==> config.mk <==
export PLATFORM = sky130hd
export DESIGN_NAME = cpu_io_responder_flat
export DESIGN_NICKNAME = d
export VERILOG_FILES = /design/src/rtl/cpu_io_pkg.sv /design/src/rtl/cpu_io_responder_if.sv /design/src/rtl/cpu_io_responder_sync_fifo.sv /design/src/rtl/cpu_io_responder.sv /design/src/flat_wrapper.sv
export SDC_FILE = /design/constraint.sdc
export NUM_CORES = 1
export LEC_CHECK = 0
export CORE_MARGIN = 2
export CORE_UTILIZATION = 60
export DETAILED_ROUTE_END_ITERATION = 10
export GPL_TIMING_DRIVEN = 0
export PLACE_DENSITY = 0.79
export SLEW_MARGIN = 30
export SYNTH_ARGS = -nofsm -noshare
export SYNTH_HDL_FRONTEND = slang
export SYNTH_SLANG_ARGS = --single-unit
export TNS_END_PERCENT = 20
==> constraint.sdc <==
create_clock -name clk -period 2.8 [get_ports clk]
set_input_delay 0.7 -clock clk [delete_from_list [all_inputs] [get_ports clk]]
set_output_delay 0.7 -clock clk [all_outputs]
set_load 0.02 [all_outputs]
==> src/rtl/cpu_io_pkg.sv <==
// Shared defaults and helpers for the CPU I/O responder slice.
package cpu_io_pkg;

    localparam int unsigned DefWidth = 8;
    localparam int unsigned DefDepth = 16;
    localparam logic [DefWidth-1:0] DefEmptyValue = 8'd0;

    // Occupancy must represent 0..depth inclusive.
    function automatic int unsigned cnt_width(input int unsigned depth);
        return $clog2(depth) + 1;
    endfunction

endpackage

==> src/rtl/cpu_io_responder_if.sv <==
// CPU-side data port: the CPU (master) consumes I and emits O.
interface cpu_io_if #(
    parameter int unsigned WIDTH = 8
);
    logic [WIDTH-1:0] I;
    logic             IEnable;
    logic [WIDTH-1:0] O;
    logic             OEnable;

    modport master (input I, output IEnable, output O, output OEnable);
    modport slave  (output I, input IEnable, input O, input OEnable);

endinterface

==> src/rtl/cpu_io_responder_sync_fifo.sv <==
// Synchronous FIFO with combinational head; a pop on a full FIFO frees room for a same-cycle push.
module sync_fifo
    import cpu_io_pkg::*;
#(
    parameter int unsigned Width = DefWidth,
    parameter int unsigned Depth = DefDepth
) (
    input  logic                        clk,
    input  logic                        rst,
    input  logic                        push,
    input  logic                        pop,
    input  logic [Width-1:0]            wdata,
    output logic [Width-1:0]            rdata,
    output logic                        full,
    output logic                        empty,
    output logic [cnt_width(Depth)-1:0] count
);

    localparam int unsigned PtrW = $clog2(Depth);
    localparam int unsigned CntW = cnt_width(Depth);

    logic [Width-1:0] mem [Depth];
    logic [PtrW-1:0]  wr_ptr_q, wr_ptr_d;
    logic [PtrW-1:0]  rd_ptr_q, rd_ptr_d;
    logic [CntW-1:0]  count_q, count_d;
    logic             push_ok, pop_ok;

    assign empty   = (count_q == '0);
    assign full    = (count_q == CntW'(Depth));
    assign pop_ok  = pop && !empty;
    assign push_ok = push && (!full || pop_ok);
    assign rdata   = mem[rd_ptr_q];
    assign count   = count_q;

    always_comb begin
        wr_ptr_d = wr_ptr_q;
        rd_ptr_d = rd_ptr_q;
        count_d  = count_q;
        if (push_ok) wr_ptr_d = wr_ptr_q + PtrW'(1);
        if (pop_ok)  rd_ptr_d = rd_ptr_q + PtrW'(1);
        case ({push_ok, pop_ok})
            2'b10:   count_d = count_q + CntW'(1);
            2'b01:   count_d = count_q - CntW'(1);
            default: count_d = count_q;
        endcase
    end

    always_ff @(posedge clk) begin
        if (rst) begin
            wr_ptr_q <= '0;
            rd_ptr_q <= '0;
            count_q  <= '0;
        end else begin
            wr_ptr_q <= wr_ptr_d;
            rd_ptr_q <= rd_ptr_d;
            count_q  <= count_d;
        end
    end

    // Storage is intentionally not reset.
    always_ff @(posedge clk) begin
        if (!rst && push_ok) mem[wr_ptr_q] <= wdata;
    end

endmodule

==> src/rtl/cpu_io_responder.sv <==
// Deterministic data source/sink on the CPU I/O port, backed by two FIFOs.
// Optional CPU_IO_RESPONDER_STATS_EN adds saturating words_in/words_out counters.
module cpu_io_responder
    import cpu_io_pkg::*;
#(
    parameter int unsigned      WIDTH       = DefWidth,
    parameter int unsigned      DEPTH       = DefDepth,
    parameter logic [WIDTH-1:0] EMPTY_VALUE = WIDTH'(DefEmptyValue)
) (
    input  logic                        clk,
    input  logic                        rst,
    cpu_io_if.slave                     cpu,
    input  logic                        in_wr,
    input  logic [WIDTH-1:0]            in_data,
    output logic                        in_full,
    output logic [cnt_width(DEPTH)-1:0] in_count,
    input  logic                        out_rd,
    output logic [WIDTH-1:0]            out_data,
    output logic                        out_valid,
    output logic [cnt_width(DEPTH)-1:0] out_count,
    output logic                        in_underrun,
    output logic                        out_overflow
`ifdef CPU_IO_RESPONDER_STATS_EN
    ,
    output logic [15:0]                 words_in,
    output logic [15:0]                 words_out
`endif
);

    logic [WIDTH-1:0] in_head;
    logic             in_empty;
    logic             out_full;
    logic             out_empty;
    logic             in_underrun_q, out_overflow_q;
    logic             cpu_pop_ok, cpu_push_ok;

    sync_fifo #(
        .Width (WIDTH),
        .Depth (DEPTH)
    ) u_in_fifo (
        .clk   (clk),
        .rst   (rst),
        .push  (in_wr),
        .pop   (cpu.IEnable),
        .wdata (in_data),
        .rdata (in_head),
        .full  (in_full),
        .empty (in_empty),
        .count (in_count)
    );

    sync_fifo #(
        .Width (WIDTH),
        .Depth (DEPTH)
    ) u_out_fifo (
        .clk   (clk),
        .rst   (rst),
        .push  (cpu.OEnable),
        .pop   (out_rd),
        .wdata (cpu.O),
        .rdata (out_data),
        .full  (out_full),
        .empty (out_empty),
        .count (out_count)
    );

    assign cpu.I     = in_empty ? EMPTY_VALUE : in_head;
    assign out_valid = !out_empty;

    // Mirrors the FIFOs' acceptance rules so flags and stats agree with them.
    assign cpu_pop_ok  = cpu.IEnable && !in_empty;
    assign cpu_push_ok = cpu.OEnable && (!out_full || (out_rd && !out_empty));

    always_ff @(posedge clk) begin
        if (rst) begin
            in_underrun_q  <= 1'b0;
            out_overflow_q <= 1'b0;
        end else begin
            if (cpu.IEnable && in_empty)   in_underrun_q  <= 1'b1;
            if (cpu.OEnable && !cpu_push_ok) out_overflow_q <= 1'b1;
        end
    end

    assign in_underrun  = in_underrun_q;
    assign out_overflow = out_overflow_q;

`ifdef CPU_IO_RESPONDER_STATS_EN
    logic [15:0] words_in_q, words_out_q;

    always_ff @(posedge clk) begin
        if (rst) begin
            words_in_q  <= '0;
            words_out_q <= '0;
        end else begin
            if (cpu_pop_ok  && !(&words_in_q))  words_in_q  <= words_in_q + 16'd1;
            if (cpu_push_ok && !(&words_out_q)) words_out_q <= words_out_q + 16'd1;
        end
    end

    assign words_in  = words_in_q;
    assign words_out = words_out_q;
`else
    logic unused_stats;
    assign unused_stats = cpu_pop_ok ^ cpu_push_ok;
`endif

endmodule

==> src/flat_wrapper.sv <==
// flat-port wrapper written by rule: the top's interface ports become plain ports
module cpu_io_responder_flat import cpu_io_pkg::*;
#(
    parameter int unsigned      WIDTH       = DefWidth,
    parameter int unsigned      DEPTH       = DefDepth,
    parameter logic [WIDTH-1:0] EMPTY_VALUE = WIDTH'(DefEmptyValue)
)
  (clk, rst, in_wr, in_data, in_full, in_count, out_rd, out_data, out_valid, out_count, in_underrun, out_overflow, cpu_I, cpu_IEnable, cpu_O, cpu_OEnable);
  cpu_io_if #(.WIDTH(WIDTH)) cpu_i ();
  input  logic clk;
  input  logic rst;
  input  logic in_wr;
  input  logic [WIDTH-1:0] in_data;
  output logic in_full;
  output logic [cnt_width(DEPTH)-1:0] in_count;
  input  logic out_rd;
  output logic [WIDTH-1:0] out_data;
  output logic out_valid;
  output logic [cnt_width(DEPTH)-1:0] out_count;
  output logic in_underrun;
  output logic out_overflow;
  output wire logic [$bits(cpu_i.I)-1:0] cpu_I;
  input wire logic [$bits(cpu_i.IEnable)-1:0] cpu_IEnable;
  input wire logic [$bits(cpu_i.O)-1:0] cpu_O;
  input wire logic [$bits(cpu_i.OEnable)-1:0] cpu_OEnable;
  assign cpu_I = cpu_i.I;
  assign cpu_i.IEnable = cpu_IEnable;
  assign cpu_i.O = cpu_O;
  assign cpu_i.OEnable = cpu_OEnable;
  cpu_io_responder #(.WIDTH(WIDTH), .DEPTH(DEPTH), .EMPTY_VALUE(EMPTY_VALUE)) u_core (.clk(clk), .rst(rst), .cpu(cpu_i), .in_wr(in_wr), .in_data(in_data), .in_full(in_full), .in_count(in_count), .out_rd(out_rd), .out_data(out_data), .out_valid(out_valid), .out_count(out_count), .in_underrun(in_underrun), .out_overflow(out_overflow));
endmodule
==> reports/qor.txt <==
status: finished, violations left
violated checks: negative setup slack
Net Sw Frac: 29.5%
synthesized area: 11800 µm²
fin crit share: 108%
Logic pwr share: 30.9%
area leader, netlist: edfxtp_1
Yosys cell types: 47
Pint: 0.00889 W
Die X-Extent: 144 µm
Max FO, Critical Path: 6
Sum Neg Setup Slack: -2.58 ns
adder-cell share of the synthesized area: 2.04%
Worst Path Buf+Inv: 3
CTS Hold Bufs: 0
wire per inst: 23.9 µm
Layout Skew: 0.00713 ns
Num Clock Sinks: 292
CTS tree: built
Clk Latency, worst-skew pair: 0.54 ns
Max Freq: 0.332 GHz
Total GRT Usage: 24.5%
worst slew pin tran: 0.837 ns
core area: 19400 µm²
antenna violations before repair: 0
Nets: 807
Max Root-Sink Buffers: 3
HPWL after DPL: 15200 µm
Critical Path Sink Type: output pin
die area: 20800 µm²
final core utilization: 72.9%
routed via count: 6509
Compound-Gate Fraction of Synth Area: 4.74%
layout cells sized above 1: 30.4%
maximum vdd drop: 0.000619 V
power per standard cell area: 892 nW/µm²
Worst Setup Path Type: register to output pin
post-route setup slack: -0.216 ns
Final Hold Viols: 0
global-route wire length before repair: 37400 µm
pin count of the biggest net entering global routing: 17
CTS H-tree lvls: 1
Mean Syn Cell Area: 17.8 µm²
post-synthesis simple-gate area fraction: 5.64%
Area growth, synth to finish: 19.9%
leftover overflow at the end of global routing: 0
register bit count reported by yosys: 292
DR iter-0 viols: 570
CTS clk-pin slew, worst paths: 0.06 ns
fill count: 1152
I/O Buffers: 49
Syn Nets: 703
CTS root buf: clkbuf_16
drt first pass iters: 5
largest family of logic cells by synthesized area: multiplexers
Max Cap Violations: 0
top area cells in the synthesized netlist: edfxtp_1 (65%), mux4_2 (12%), dfxtp_1 (6.1%)
# DRC: 0
post-layout min period: 3.02 ns
synthesized netlist cell count: 663
register area share after synthesis: 71.3%
# IOs: 52
slowest stage delay, CP: 0.50 ns
Post-Synth XOR/XNOR Area: 0.892%
number of global-route vias before repair: 6566
Hold Crit Class: register to register
Pwr Total: 0.0126 W
count of final setup violators: 16
RSZ-0062 raised after global routing: yes
Seq pwr share: 40.5%
clock share of power: 28.6%
CP Cell Sequence: buf_12 -> buf_16 -> mux4_2 -> nor2b_4 -> a211oi_4 -> a211oi_2 -> buf_4
multiplexer share of the synthesized area: 13.8%
CP delay by family, top: multiplexers
WL final: 25200 µm
Inserted Clock Buffers: 28
type of origin of the critical path: register
vias per cell: 6.19
Initial Util: 60.8%
antenna viol nets, final: 0
synth warn: 0
CP required: 2.10 ns
Pins Over Slew Limit: 0
worst slew margin relative to its limit: 44.0%
Std-Cell Rows: 51
Switch Pwr: 0.00372 W
LEAKAGE: 4.62 nW
top cell type's share of synthesized area: 65.2%
Placer Congestion: 0.838
CP arrival: 2.32 ns
die height: 144 µm
Inserted Diodes: 0
slowest CP cell: mux4_2
## final cells by class
cell class	instances	area [µm²]	area share, %
Sequential cell	292	8420	59.6
Multi-Input combinational cell	325	3490	24.7
Clock buffer	37	817	5.78
Timing Repair Buffer	78	682	4.82
Tap cell	265	332	2.35
Buffer	30	283	2.00
Clock inverter	13	66.3	0.469
Inverter	12	45.0	0.319
## final timing paths
path	startpoint	to	slack (ns)	depth (start not counted)
worst max-delay path	register	cpu_I[4]	-0.22	7
worst min-delay path	u_core.in_underrun	u_core.in_underrun	0.48	2
worst min register to register	u_core.in_underrun	u_core.in_underrun	0.48	2
worst max register to register	u_core.u_out_fifo.count[2]	u_core.u_out_fifo.count[4]	0.09	9
## cells in the final DEF, fill, tap and decap left out, types with 4 or more instances in the layout
cell,count
nor2b_4,5
buf_12,6
mux2i_1,15
xnor2_1,5
buf_6,6
clkinv_1,7
a211oi_2,8
clkbuf_8,4
clkbuf_16,30
o21ai_0,5
nor3_2,4
a211oi_4,5
mux4_2,64
nand3_1,11
nor2b_1,13
clkbuf_1,10
ha_1,15
nor3_1,9
xor2_1,7
nand2b_1,6
a211oi_1,7
nor2_2,10
a22oi_2,12
dfxtp_1,28
clkdlybuf4s50_1,32
a21oi_1,8
dfxtp_2,7
inv_1,10
buf_2,10
o21a_1,6
buf_4,37
nand2_1,20
a22oi_1,4
edfxtp_1,256
nor2_1,45
## cell usage after synthesis (all sizes together)
library cell and number:
o2bb2ai 1, a21oi 9, or3 1, ha 16, a31oi 2, nand2b 6
xor2 7, nor3 13, nor3b 2, or4 3, nor4 2, and2 1
mux4 64, o31ai 1, o21a 6, fa 2, o311a 1, a211oi 20
xnor2 5, nor2b 18, clkbuf 16, dfxtp 36, edfxtp 256, mux2i 16
a22oi 16, a21boi 1, o211ai 3, mux2 2, nand4 3, nand2 20
inv 12, o311ai 1, buf 18, nor2 56, and3 1, nand3 11
a2111oi 1, or2 1, a311o 1, o21ai 10, o22ai 2
## metrics by stage
stage          hold slack [ns]  instances  setup WS [ns]  cell area (µm²)
2_1_floorplan            0.507        663          0.172            11800
3_3_place_gp             0.467        977         -0.701            12600
3_5_place_dp             0.459        977         -0.699            12600
4_1_cts                  0.486       1028         -0.257            13800
5_1_grt                  0.534       1052         -0.265            14100
6_report                 0.484       1052         -0.216            14100
## logic make-up (layout without fill, tap and decap cells)
group,Yosys count,after routing
AOI/OAI and AO/OA,75,75
xor gates and xnor gates,12,12
adders and majority gates,18,18
buffers and inverters,46,170
DFF,292,292
muxes,82,82
and+or+nand+nor,138,138
## state kept, by name, summed over array words and instances, names as in the netlist, named ones only
register / cells
u_core.in_underrun: 1
u_core.out_overflow: 1
u_core.u_in_fifo.count: 5
u_core.u_in_fifo.mem: 128
u_core.u_in_fifo.rd_ptr_q: 4
u_core.u_in_fifo.wr_ptr_q: 4
u_core.u_out_fifo.count: 5
u_core.u_out_fifo.mem: 128
u_core.u_out_fifo.rd_ptr_q: 4
u_core.u_out_fifo.wr_ptr_q: 4
## power by group through the flow
stage / Combinational (W) / Sequential [W] / Clock, W
6_report: 0.00389 / 0.00511 / 0.00360
5_1_grt: 0.00415 / 0.00514 / 0.00377
4_1_cts: 0.00335 / 0.00508 / 0.00362
3_5_place_dp: 0.00314 / 0.00513 / 0
3_3_place_gp: 0.00303 / 0.00512 / 0
2_1_floorplan: 0.00203 / 0.00517 / 0
## per-layer routing
metal,routed length (µm),vias up,global-route usage [%]
li1,-,2850,-
met4,684,0,8.69
met5,0,-,0
met3,1810,48,3.34
met2,12900,266,40.8
met1,9770,3345,34.0
## worst register-to-register path, stage by stage, from the launching register on
cell and delay [ns]:
dfxtp_1 0.40, or4_1 0.49, buf_2 0.19, o21ai_4 0.20
inv_2 0.13, ha_1 0.25, nor2_1 0.19, o2bb2ai_4 0.15
a2111oi_0 0.08, or4_1 0.52
## timing repair
item                                    CTS  global route
cloned                                    1             0
gates resized for setup                 134            71
buffers inserted                          3            25
pin swaps                                14            14
hold endpoints to repair                  0             0
endpoints found under the setup margin   18           150
No activity file was read; power rests on OpenSTA's default activity.
